**src/rtl/seq_divider_8.sv**
```systemverilog
// ============================================================================
// Module   : seq_divider_8
// Purpose  : Sequential 8-bit unsigned restoring divider. Performs one trial
//            subtraction per clock through an external ripple add/subtract
//            stage (driven via add_* and read back combinationally through
//            add_s/add_cout in the same cycle). Fixed 8 iterations per
//            division; a zero divisor short-circuits straight to DONE.
// Ports    : clk, rst            - clock (rising edge), async active-high reset
//            start               - division request, sampled only in IDLE
//            dividend, divisor   - operands, latched on an accepted start
//            busy, done          - CALC indicator, one-cycle result strobe
//            quotient, remainder - registered results, held until next done
//            div_by_zero         - registered flag, updated with done
//            add_sub/add_a/add_b - operands to the adder stage
//            add_s/add_cout      - adder stage result / borrow (1 => A < B)
// Revision : 1.0 - initial release
// ============================================================================
`default_nettype none

module seq_divider_8 #(
  parameter int WIDTH = 8
) (
  input  logic             clk,
  input  logic             rst,
  input  logic             start,
  input  logic [WIDTH-1:0] dividend,
  input  logic [WIDTH-1:0] divisor,
  output logic             busy,
  output logic             done,
  output logic [WIDTH-1:0] quotient,
  output logic [WIDTH-1:0] remainder,
  output logic             div_by_zero,
  output logic             add_sub,
  output logic [WIDTH-1:0] add_a,
  output logic [WIDTH-1:0] add_b,
  input  logic [WIDTH-1:0] add_s,
  input  logic             add_cout
);

  localparam logic [1:0] S_IDLE = 2'd0;
  localparam logic [1:0] S_CALC = 2'd1;
  localparam logic [1:0] S_DONE = 2'd2;

  localparam logic [2:0] c_last_cnt = 3'(WIDTH - 1);

  logic [1:0]       r_state;
  logic [1:0]       w_next_state;

  // The partial remainder is below 2^k after k iterations and is only fed
  // back for iterations 1..7, so its top bit is never needed in the register;
  // the final full-width remainder is taken directly from w_rem_next.
  logic [WIDTH-2:0] r_rem;
  logic [WIDTH-1:0] r_q;
  logic [WIDTH-1:0] r_d;
  logic [2:0]       r_cnt;

  logic             w_accept;
  logic             w_zero_div;
  logic [WIDTH-1:0] w_tmp;
  logic             w_qbit;
  logic [WIDTH-1:0] w_rem_next;
  logic [WIDTH-1:0] w_q_next;

  assign w_accept   = (r_state == S_IDLE) && start;
  assign w_zero_div = (divisor == '0);

  // Shift the next dividend bit into the partial remainder; the adder stage
  // tries tmp - D and a borrow means the trial failed (restore tmp).
  assign w_tmp      = {r_rem, r_q[WIDTH-1]};
  assign w_qbit     = ~add_cout;
  assign w_rem_next = add_cout ? w_tmp : add_s;
  assign w_q_next   = {r_q[WIDTH-2:0], w_qbit};

  // --------------------------------------------------------------------------
  // State register
  // --------------------------------------------------------------------------
  always_ff @(posedge clk or posedge rst) begin
    if (rst) begin
      r_state <= S_IDLE;
    end else begin
      r_state <= w_next_state;
    end
  end

  // --------------------------------------------------------------------------
  // Next-state logic
  // --------------------------------------------------------------------------
  always_comb begin
    w_next_state = r_state;
    case (r_state)
      S_IDLE: begin
        if (start) begin
          w_next_state = w_zero_div ? S_DONE : S_CALC;
        end
      end
      S_CALC: begin
        if (r_cnt == c_last_cnt) begin
          w_next_state = S_DONE;
        end
      end
      S_DONE:  w_next_state = S_IDLE;
      default: w_next_state = S_IDLE;
    endcase
  end

  // --------------------------------------------------------------------------
  // Output logic (decoded from state so reset clears it immediately)
  // --------------------------------------------------------------------------
  always_comb begin
    busy    = 1'b0;
    done    = 1'b0;
    add_sub = 1'b0;
    add_a   = '0;
    add_b   = '0;
    case (r_state)
      S_CALC: begin
        busy    = 1'b1;
        add_sub = 1'b1;
        add_a   = w_tmp;
        add_b   = r_d;
      end
      S_DONE: begin
        done = 1'b1;
      end
      default: begin
      end
    endcase
  end

  // --------------------------------------------------------------------------
  // Datapath registers
  // --------------------------------------------------------------------------
  always_ff @(posedge clk or posedge rst) begin
    if (rst) begin
      r_rem       <= '0;
      r_q         <= '0;
      r_d         <= '0;
      r_cnt       <= '0;
      quotient    <= '0;
      remainder   <= '0;
      div_by_zero <= 1'b0;
    end else begin
      if (w_accept) begin
        if (w_zero_div) begin
          quotient    <= '1;
          remainder   <= dividend;
          div_by_zero <= 1'b1;
        end else begin
          r_d   <= divisor;
          r_q   <= dividend;
          r_rem <= '0;
          r_cnt <= '0;
        end
      end else if (r_state == S_CALC) begin
        r_rem <= w_rem_next[WIDTH-2:0];
        r_q   <= w_q_next;
        r_cnt <= r_cnt + 3'd1;
        if (r_cnt == c_last_cnt) begin
          quotient    <= w_q_next;
          remainder   <= w_rem_next;
          div_by_zero <= 1'b0;
        end
      end
    end
  end

endmodule

`default_nettype wire
```
**config.mk**
```make
export PLATFORM = sky130hd
export DESIGN_NAME = seq_divider_8
export DESIGN_NICKNAME = d
export VERILOG_FILES = /design/src/rtl/seq_divider_8.sv
export SDC_FILE = /design/constraint.sdc
export NUM_CORES = 1
export LEC_CHECK = 0
export BUFFER_PORTS_ARGS = -buffer_cell sky130_fd_sc_hd__buf_2
export CAP_MARGIN = 20
export CORE_MARGIN = 8
export CORE_UTILIZATION = 46
export CTS_BUF_LIST = sky130_fd_sc_hd__clkbuf_16
export CTS_CLUSTER_SIZE = 20
export DETAILED_ROUTE_END_ITERATION = 7
export GPL_TIMING_DRIVEN = 0
export PLACE_DENSITY = 0.83
export SETUP_SLACK_MARGIN = 0.05
export SLEW_MARGIN = 5
export SYNTH_ARGS = -nofsm -noshare
export SYNTH_HDL_FRONTEND = slang
export SYNTH_SLANG_ARGS = --single-unit
```
**constraint.sdc**
```tcl
create_clock -name clk -period 1.69 [get_ports clk]
set_input_delay 0.338 -clock clk [delete_from_list [all_inputs] [get_ports clk]]
set_output_delay 0.338 -clock clk [all_outputs]
set_load 0.02 [all_outputs]
```
==> results of run 1 <==
-- through the flow --
stage	instance area (µm²)	setup slack (ns)	power, µW	utilization, %
2_1_floorplan	2170	-0.0373	3860	-
3_3_place_gp	2540	-0.285	4630	57.7
3_5_place_dp	2560	-0.227	4720	58.1
4_1_cts	3110	-0.160	6670	70.5
5_1_grt	3220	-0.250	7350	72.9
6_report	3220	-0.234	6980	72.9
-- final cells by class --
type,count,area [µm²]
buffer,14,161
clock buffer,5,125
clock inverter,3,12.5
fill,274,1200
inverter,3,13.8
multi-input combinational,137,1040
sequential,45,1130
tap,52,65.1
timing repair buffer,87,669
-- power by group --
part | internal, µW | leakage (µW) | total [µW] | switching [µW]
registers | 1610 | 0.000531 | 1980 | 369
logic | 2050 | 0.000976 | 4040 | 1990
clock network | 536 | 0.0000687 | 960 | 425
-- final timing paths --
check / end / slack, ns / start
min reg2reg: remainder[0]$_DFFE_PP0P_ / 0.48 / remainder[0]$_DFFE_PP0P_
min in group clk: r_d[3]$_DFFE_PP0P_ / 0.33 / divisor[3]
max in group asynchronous: remainder[6]$_DFFE_PP0P_ / 1.16 / rst
min: r_d[2]$_DFFE_PP0P_ / 0.04 / rst
max: r_q[0]$_DFFE_PP0P_ / -0.23 / r_state[1]$_DFFE_PP0P_
max reg2reg: r_q[0]$_DFFE_PP0P_ / -0.23 / r_state[1]$_DFFE_PP0P_
-- placed cells by master (no fill, tap or decap), types with 2 or more instances in the layout --
| master | n |
|---|---|
| sky130_fd_sc_hd__buf_12 | 2 |
| sky130_fd_sc_hd__and2_4 | 16 |
| sky130_fd_sc_hd__buf_6 | 29 |
| sky130_fd_sc_hd__a31oi_1 | 7 |
| sky130_fd_sc_hd__o21ai_2 | 4 |
| sky130_fd_sc_hd__clkbuf_16 | 6 |
| sky130_fd_sc_hd__a21oi_2 | 3 |
| sky130_fd_sc_hd__o21ai_0 | 2 |
| sky130_fd_sc_hd__buf_4 | 17 |
| sky130_fd_sc_hd__o21ai_1 | 3 |
| sky130_fd_sc_hd__nor2_4 | 3 |
| sky130_fd_sc_hd__mux2_2 | 5 |
| sky130_fd_sc_hd__dfrtp_1 | 45 |
| sky130_fd_sc_hd__buf_2 | 44 |
| sky130_fd_sc_hd__inv_2 | 2 |
| sky130_fd_sc_hd__nor4_4 | 2 |
| sky130_fd_sc_hd__a21oi_1 | 5 |
| sky130_fd_sc_hd__clkbuf_8 | 6 |
| sky130_fd_sc_hd__nor3_1 | 14 |
| sky130_fd_sc_hd__a21o_1 | 8 |
| sky130_fd_sc_hd__nor2_1 | 5 |
| sky130_fd_sc_hd__clkinv_1 | 2 |
| sky130_fd_sc_hd__mux2_4 | 2 |
| sky130_fd_sc_hd__mux2i_1 | 9 |
| sky130_fd_sc_hd__a22o_1 | 4 |
| sky130_fd_sc_hd__o22a_1 | 7 |
| sky130_fd_sc_hd__nand2_1 | 24 |
-- cell families after synthesis --
group | count (synthesis) | share of synthesized area, %
mux | 16 | 8.09
fa+ha+maj | 2 | 1.17
buf+inv | 17 | 4.63
simple gates | 72 | 18.2
flops | 45 | 52.8
compound gates | 47 | 15.1
-- layer usage --
layer | vias to the layer above | routed length [µm] | track usage [%]
met3 | 13 | 383 | 4.88
li1 | 886 | - | -
met1 | 961 | 2840 | 22.1
met2 | 80 | 3640 | 30.6
met5 | - | 0 | 0
met4 | 0 | 108 | 6.44
-- worst max-delay path, stage by stage (launching register included) --
cell and delay (ns):
sky130_fd_sc_hd__dfrtp_1 0.38, sky130_fd_sc_hd__buf_4 0.15, sky130_fd_sc_hd__or3b_1 0.38, sky130_fd_sc_hd__buf_6 0.14
sky130_fd_sc_hd__a21oi_4 0.18, sky130_fd_sc_hd__or2_1 0.16, sky130_fd_sc_hd__buf_6 0.12, sky130_fd_sc_hd__mux2_4 0.29
-- registers in the layout, summed over array words and instances, names as in the netlist --
register / count
div_by_zero: 1
r_state: 2
r_rem: 7
r_q: 8
quotient: 8
r_cnt: 3
remainder: 8
r_d: 8
-- timing repair --
item,CTS,global route
pin swaps,10,9
endpoints found under the hold margin,0,0
endpoints found under the setup margin,56,58
hold buffers,0,0
gates resized for setup,90,15
setup buffers,15,5
cloned,4,0
==> metrics.cfg, run 1 <==
[critical_path]
worst-r2r-cell-count=7
cp_data_required_time_ns=1.86
worst-path-max-fanout=4
worstPathArrival_ns=2.10
cp-end-kind=flop
startpoint_type=flop
setup.worst_path.class=flop to flop

[global_routing]
antenna_violations_before_repair=0
gr-total-overflow=0
global_route_wire_length_before_repair_um=10500
first_global_vias=2037
track_usage_pct=18.4
grt_start_max_net_pins=29

[yosys]
synth_top_cell_area_share_pct=52.8
synthDominantAreaCellType=sky130_fd_sc_hd__dfrtp_1
synth_seq_cells=45
syn_nets=229
synth.avg_cell_area_um2=10.7
synth_warnings=0
share_of_synthesized_registers_carrying_an_async_set_or_reset_pct=100
synth.top_cells.by_count=sky130_fd_sc_hd__dfrtp_1, sky130_fd_sc_hd__nand2_1, sky130_fd_sc_hd__and2_1
synth_sequential_area_ratio_pct=52.8
postSynthCellCount=199
synthFlopType=sky130_fd_sc_hd__dfrtp_1
post_synth_main_area_contributors=sky130_fd_sc_hd__dfrtp_1, sky130_fd_sc_hd__and2_1, sky130_fd_sc_hd__nand2_1
synth_enable_flop_cells=0
syn-cell-area_um2=2130
synthMostInstantiatedCell=sky130_fd_sc_hd__dfrtp_1
synth.lib_cells_used.distinct=31

[timing]
final_worst_clock_skew_ns=0.00546
fmaxAchievable_ghz=0.520
worstMarginPinSlew_ns=0.685
setup_ws_ns=-0.234
setup_viol=51
tns_ns=-5.89
period_minus_slack_ns=1.92
min_period_over_period_pct=114
holdWs_ns=0.0383
report.final.slew_viol_count=0
slew-limit-headroom_pct=54.4
grt_setup_unrepaired=yes
hold_viol_final=0

[drt]
detail_route.first_pass.iterations=4
antenna_violating_nets_post_route=0
detail_route.wirelength_um=6970
detail_route.vias_per_cell=5.61
initialDrtViolationCount=168
post_drt_wl_per_cell_um=20.2
num_vias=1940
drc=0

[finish]
antenna-diode-count=0
proportion_of_layout_cells_with_a_drive_suffix_above_1_pct=51.7
area.growth.synth_to_final_pct=50.8
final_cells=346
nNetsFinal=323

[clock_tree]
num_cts_buffers=5
clkSlewWorstSetupHoldPaths_ns=0.07
clock_insertion_delay_worst_skew_ns=0.29
clock_sinks=45
ctsLongestPathBuffers=2
clock_tree.htree_level_count=2
cts_root_buf=sky130_fd_sc_hd__clkbuf_16
tritoncts=built

[place]
number_of_port_buffers=62
post-place-cells=314
detailed_place_hpwl_um=4030
globalplace.congestion=0.808

[power]
power-per-cell-area_nw_per_um2=2170
vdd_ir_drop_max_v=0.00109
leakage_power_summed_over_all_cells_uw=0.00158

[run]
max_cap_violations=0

[die]
die-height_um=84.1
io-pin-count=64
dieWidth_um=84.1
rows=24
die_area_um2=7080
core-area_um2=4410
start_util_pct=48.4

[status]
violations_in_the_final_reports=setup timing
status=complete, but fails checks

[worst_hold_path]
worst_hold_path_type=input port to asynchronous set/reset pin

Power figures use the tool's default switching activity.
==> run 2: changes to the inputs <==
==> config.mk (replaced) <==
export PLATFORM = sky130hd
export DESIGN_NAME = seq_divider_8
export DESIGN_NICKNAME = d
export VERILOG_FILES = /design/src/rtl/seq_divider_8.sv
export SDC_FILE = /design/constraint.sdc
export NUM_CORES = 1
export LEC_CHECK = 0
export CAP_MARGIN = 20
export CORE_MARGIN = 8
export CORE_UTILIZATION = 56
export CTS_BUF_LIST = sky130_fd_sc_hd__clkbuf_16
export CTS_CLUSTER_SIZE = 20
export DETAILED_ROUTE_END_ITERATION = 7
export DONT_BUFFER_PORTS = 1
export GPL_TIMING_DRIVEN = 0
export PLACE_DENSITY = 0.82
export SETUP_SLACK_MARGIN = 0.05
export SKIP_CTS_REPAIR_TIMING = 1
export SLEW_MARGIN = 5
export SYNTH_ARGS = -nofsm -noshare
export SYNTH_HDL_FRONTEND = slang
export SYNTH_SLANG_ARGS = --single-unit
==> run 2 against run 1 <==
Compared with the run above:
- highest routed layer unchanged
- register-to-register slack better by 0.07 ns
- die area down 15%
- the flow still finishes with violations (setup timing)
- count of clock-buffer cells in the layout unchanged
- sequential power increased by 18%
- final area shrank 9.6%
==> metrics.cfg, run 2 (synthesis gave the netlist of run 1 again) <==
[clock_tree]
clock_sinks=45  ; unchanged
clock_tree.htree_level_count=2  ; unchanged
num_cts_buffers=5  ; unchanged
tritoncts=built  ; unchanged
clock_insertion_delay_worst_skew_ns=0.29  ; about the same
clkSlewWorstSetupHoldPaths_ns=0.06  ; was 0.07 ns
ctsLongestPathBuffers=2  ; unchanged
cts_root_buf=sky130_fd_sc_hd__clkbuf_16  ; unchanged

[status]
status=complete, but fails checks  ; unchanged
violations_in_the_final_reports=setup timing  ; unchanged

[run]
max_cap_violations=0  ; unchanged

[die]
die_area_um2=6040  ; was 7080 µm²
rows=22  ; was 24
dieWidth_um=77.7  ; was 84.1 µm
core-area_um2=3660  ; was 4410 µm²
die-height_um=77.7  ; was 84.1 µm
start_util_pct=58.3  ; was 48.4%
io-pin-count=64  ; unchanged

[finish]
antenna-diode-count=0  ; unchanged
nFillCells=215  ; was 274
nNetsFinal=262  ; was 323
utilization_pct=79.5  ; was 72.9%
area.growth.synth_to_final_pct=36.3  ; was 50.8%
proportion_of_layout_cells_with_a_drive_suffix_above_1_pct=39.9  ; was 51.7%
mostFrequentLayoutCell=sky130_fd_sc_hd__dfrtp_1  ; unchanged
final_cell_mix=sky130_fd_sc_hd__dfrtp_1, sky130_fd_sc_hd__nand2_1, sky130_fd_sc_hd__and2_4, sky130_fd_sc_hd__buf_4, sky130_fd_sc_hd__nor3_1  ; was sky130_fd_sc_hd__dfrtp_1, sky130_fd_sc_hd__buf_2, sky130_fd_sc_hd__buf_6

[timing]
min_period_over_period_pct=110  ; was 114%
worstMarginPinSlew_ns=0.690  ; was 0.685 ns
period_minus_slack_ns=1.85  ; was 1.92 ns
grt_setup_unrepaired=yes  ; unchanged
report.final.slew_viol_count=0  ; unchanged
slew-limit-headroom_pct=54.0  ; was 54.4%
final_worst_clock_skew_ns=0.00575  ; was 0.00546 ns
setup_ws_ns=-0.164  ; was -0.234 ns
hold_viol_final=0  ; unchanged
setup_viol=53  ; was 51
fmaxAchievable_ghz=0.539  ; was 0.520 GHz

[global_routing]
track_usage_pct=17.1  ; was 18.4%
antenna_violations_before_repair=0  ; unchanged
grt_start_max_net_pins=26  ; was 29
global_route_wire_length_before_repair_um=8360  ; was 10500 µm
first_global_vias=1620  ; was 2037
gr-total-overflow=0  ; unchanged

[worst_hold_path]
timing.hold.worst.start=divisor[3]
whs_endpoint=r_d[3]$_DFFE_PP0P_
worst_hold_path_type=input port to flop  ; was input port to asynchronous set/reset pin
min_path_cells=1

[power]
vdd_ir_drop_max_v=0.00137  ; was 0.00109 V
power-per-cell-area_nw_per_um2=2310  ; was 2170 nW/µm²
power_uw=6720  ; was 6980 µW
leakage_power_summed_over_all_cells_uw=0.00133  ; was 0.00158 µW

[critical_path]
worstPathArrival_ns=1.52  ; was 2.10 ns
startpoint_type=flop  ; unchanged
rr_endpoint=r_q[0]$_DFFE_PP0P_  ; unchanged
setup.worst_path.class=flop to output port  ; was flop to flop
cp-end-kind=output port  ; was flop
crit-reg2reg-launch=r_state[0]$_DFFE_PP0P_  ; was r_state[1]$_DFFE_PP0P_
cp_data_required_time_ns=1.35  ; was 1.86 ns
worst-r2r-cell-count=6  ; was 7
worst-path-max-fanout=7  ; was 4
r2r_slack_ns=-0.16  ; was -0.23 ns

[drt]
detail_route.wirelength_um=6420  ; was 6970 µm
num_vias=1768  ; was 1940
initialDrtViolationCount=204  ; was 168
drc=0  ; unchanged
post_drt_wl_per_cell_um=22.9  ; was 20.2 µm
antenna_violating_nets_post_route=0  ; unchanged
detail_route.first_pass.iterations=4  ; unchanged
detail_route.vias_per_cell=6.29  ; was 5.61

[place]
globalplace.congestion=0.825  ; was 0.808
number_of_port_buffers=0  ; was 62
detailed_place_hpwl_um=3850  ; was 4030 µm

==> run 2: changes by cell type in the layout (fill, tap and decap cells not counted), sizes merged <==
cell,previous run,this run
clkbuf,14,12
buf,92,32
dlygate4sd3,0,1
bufinv,0,2
clkinv,3,1
==> run 2: worst max-delay path by stage <==
stage | start | endpoint | slack (ns)
6_report | r_state[1]$_DFFE_PP0P_ | add_a[0] | -0.16
3_3_place_gp | r_state[0]$_DFFE_PP0P_ | r_q[4]$_DFFE_PP0P_ | -0.13
4_1_cts | r_state[1]$_DFFE_PP0P_ | add_b[2] | -0.46
5_1_grt | r_state[0]$_DFFE_PP0P_ | remainder[6]$_DFFE_PP0P_ | -0.22
2_1_floorplan | r_state[1]$_DFFE_PP0P_ | r_q[0]$_DFFE_PP0P_ | -0.04
3_5_place_dp | r_state[0]$_DFFE_PP0P_ | r_q[4]$_DFFE_PP0P_ | -0.18
==> run 2: worst max-delay path, stage by stage (launching register included) <==
cell                       delay (ns)
sky130_fd_sc_hd__dfrtp_2         0.44
sky130_fd_sc_hd__nand2b_4        0.16
sky130_fd_sc_hd__buf_8           0.13
sky130_fd_sc_hd__inv_4           0.05
sky130_fd_sc_hd__buf_6           0.13
sky130_fd_sc_hd__buf_12          0.14
sky130_fd_sc_hd__and2_4          0.18
==> run 2: final cells by class <==
class | instances | area, µm² | share of cell area, %
inverters | 3 | 16.3 | 0.559
well taps | 48 | 60.1 | 2.06
repair buffers | 26 | 289 | 9.94
flip-flops and latches | 45 | 1130 | 38.8
clock inverters | 3 | 65.1 | 2.24
multi-input cells | 137 | 1080 | 37.0
clock buffers | 5 | 125 | 4.30
plain buffers | 14 | 149 | 5.12
==> run 2: power breakdown <==
group	switching, µW	internal [µW]	total (µW)
logic	1520	1620	3140
clock network	401	844	1240
registers	727	1610	2340
total	2650	4070	6720
==> run 2: per-layer routing <==
layer	global-route usage (%)	up-vias	part of all wire, %
met5	0	-	0
met4	5.47	0	2.6
met3	6.57	16	11
met2	27.2	102	49
met1	20.7	891	38
li1	-	759	-
==> run 2: metrics by stage <==
step           hold slack [ns]  TNS, ns  setup slack, ns  area (µm²)  std cells
2_1_floorplan            0.457  -0.0505          -0.0373        2170        199
3_3_place_gp             0.469    -7.41           -0.128        2230        247
3_5_place_dp             0.264    -4.87           -0.179        2260        248
4_1_cts                -0.0295   -11.03           -0.458        2450        256
5_1_grt                  0.189    -6.03           -0.216        2910        281
6_report                 0.191    -4.37           -0.164        2910        281
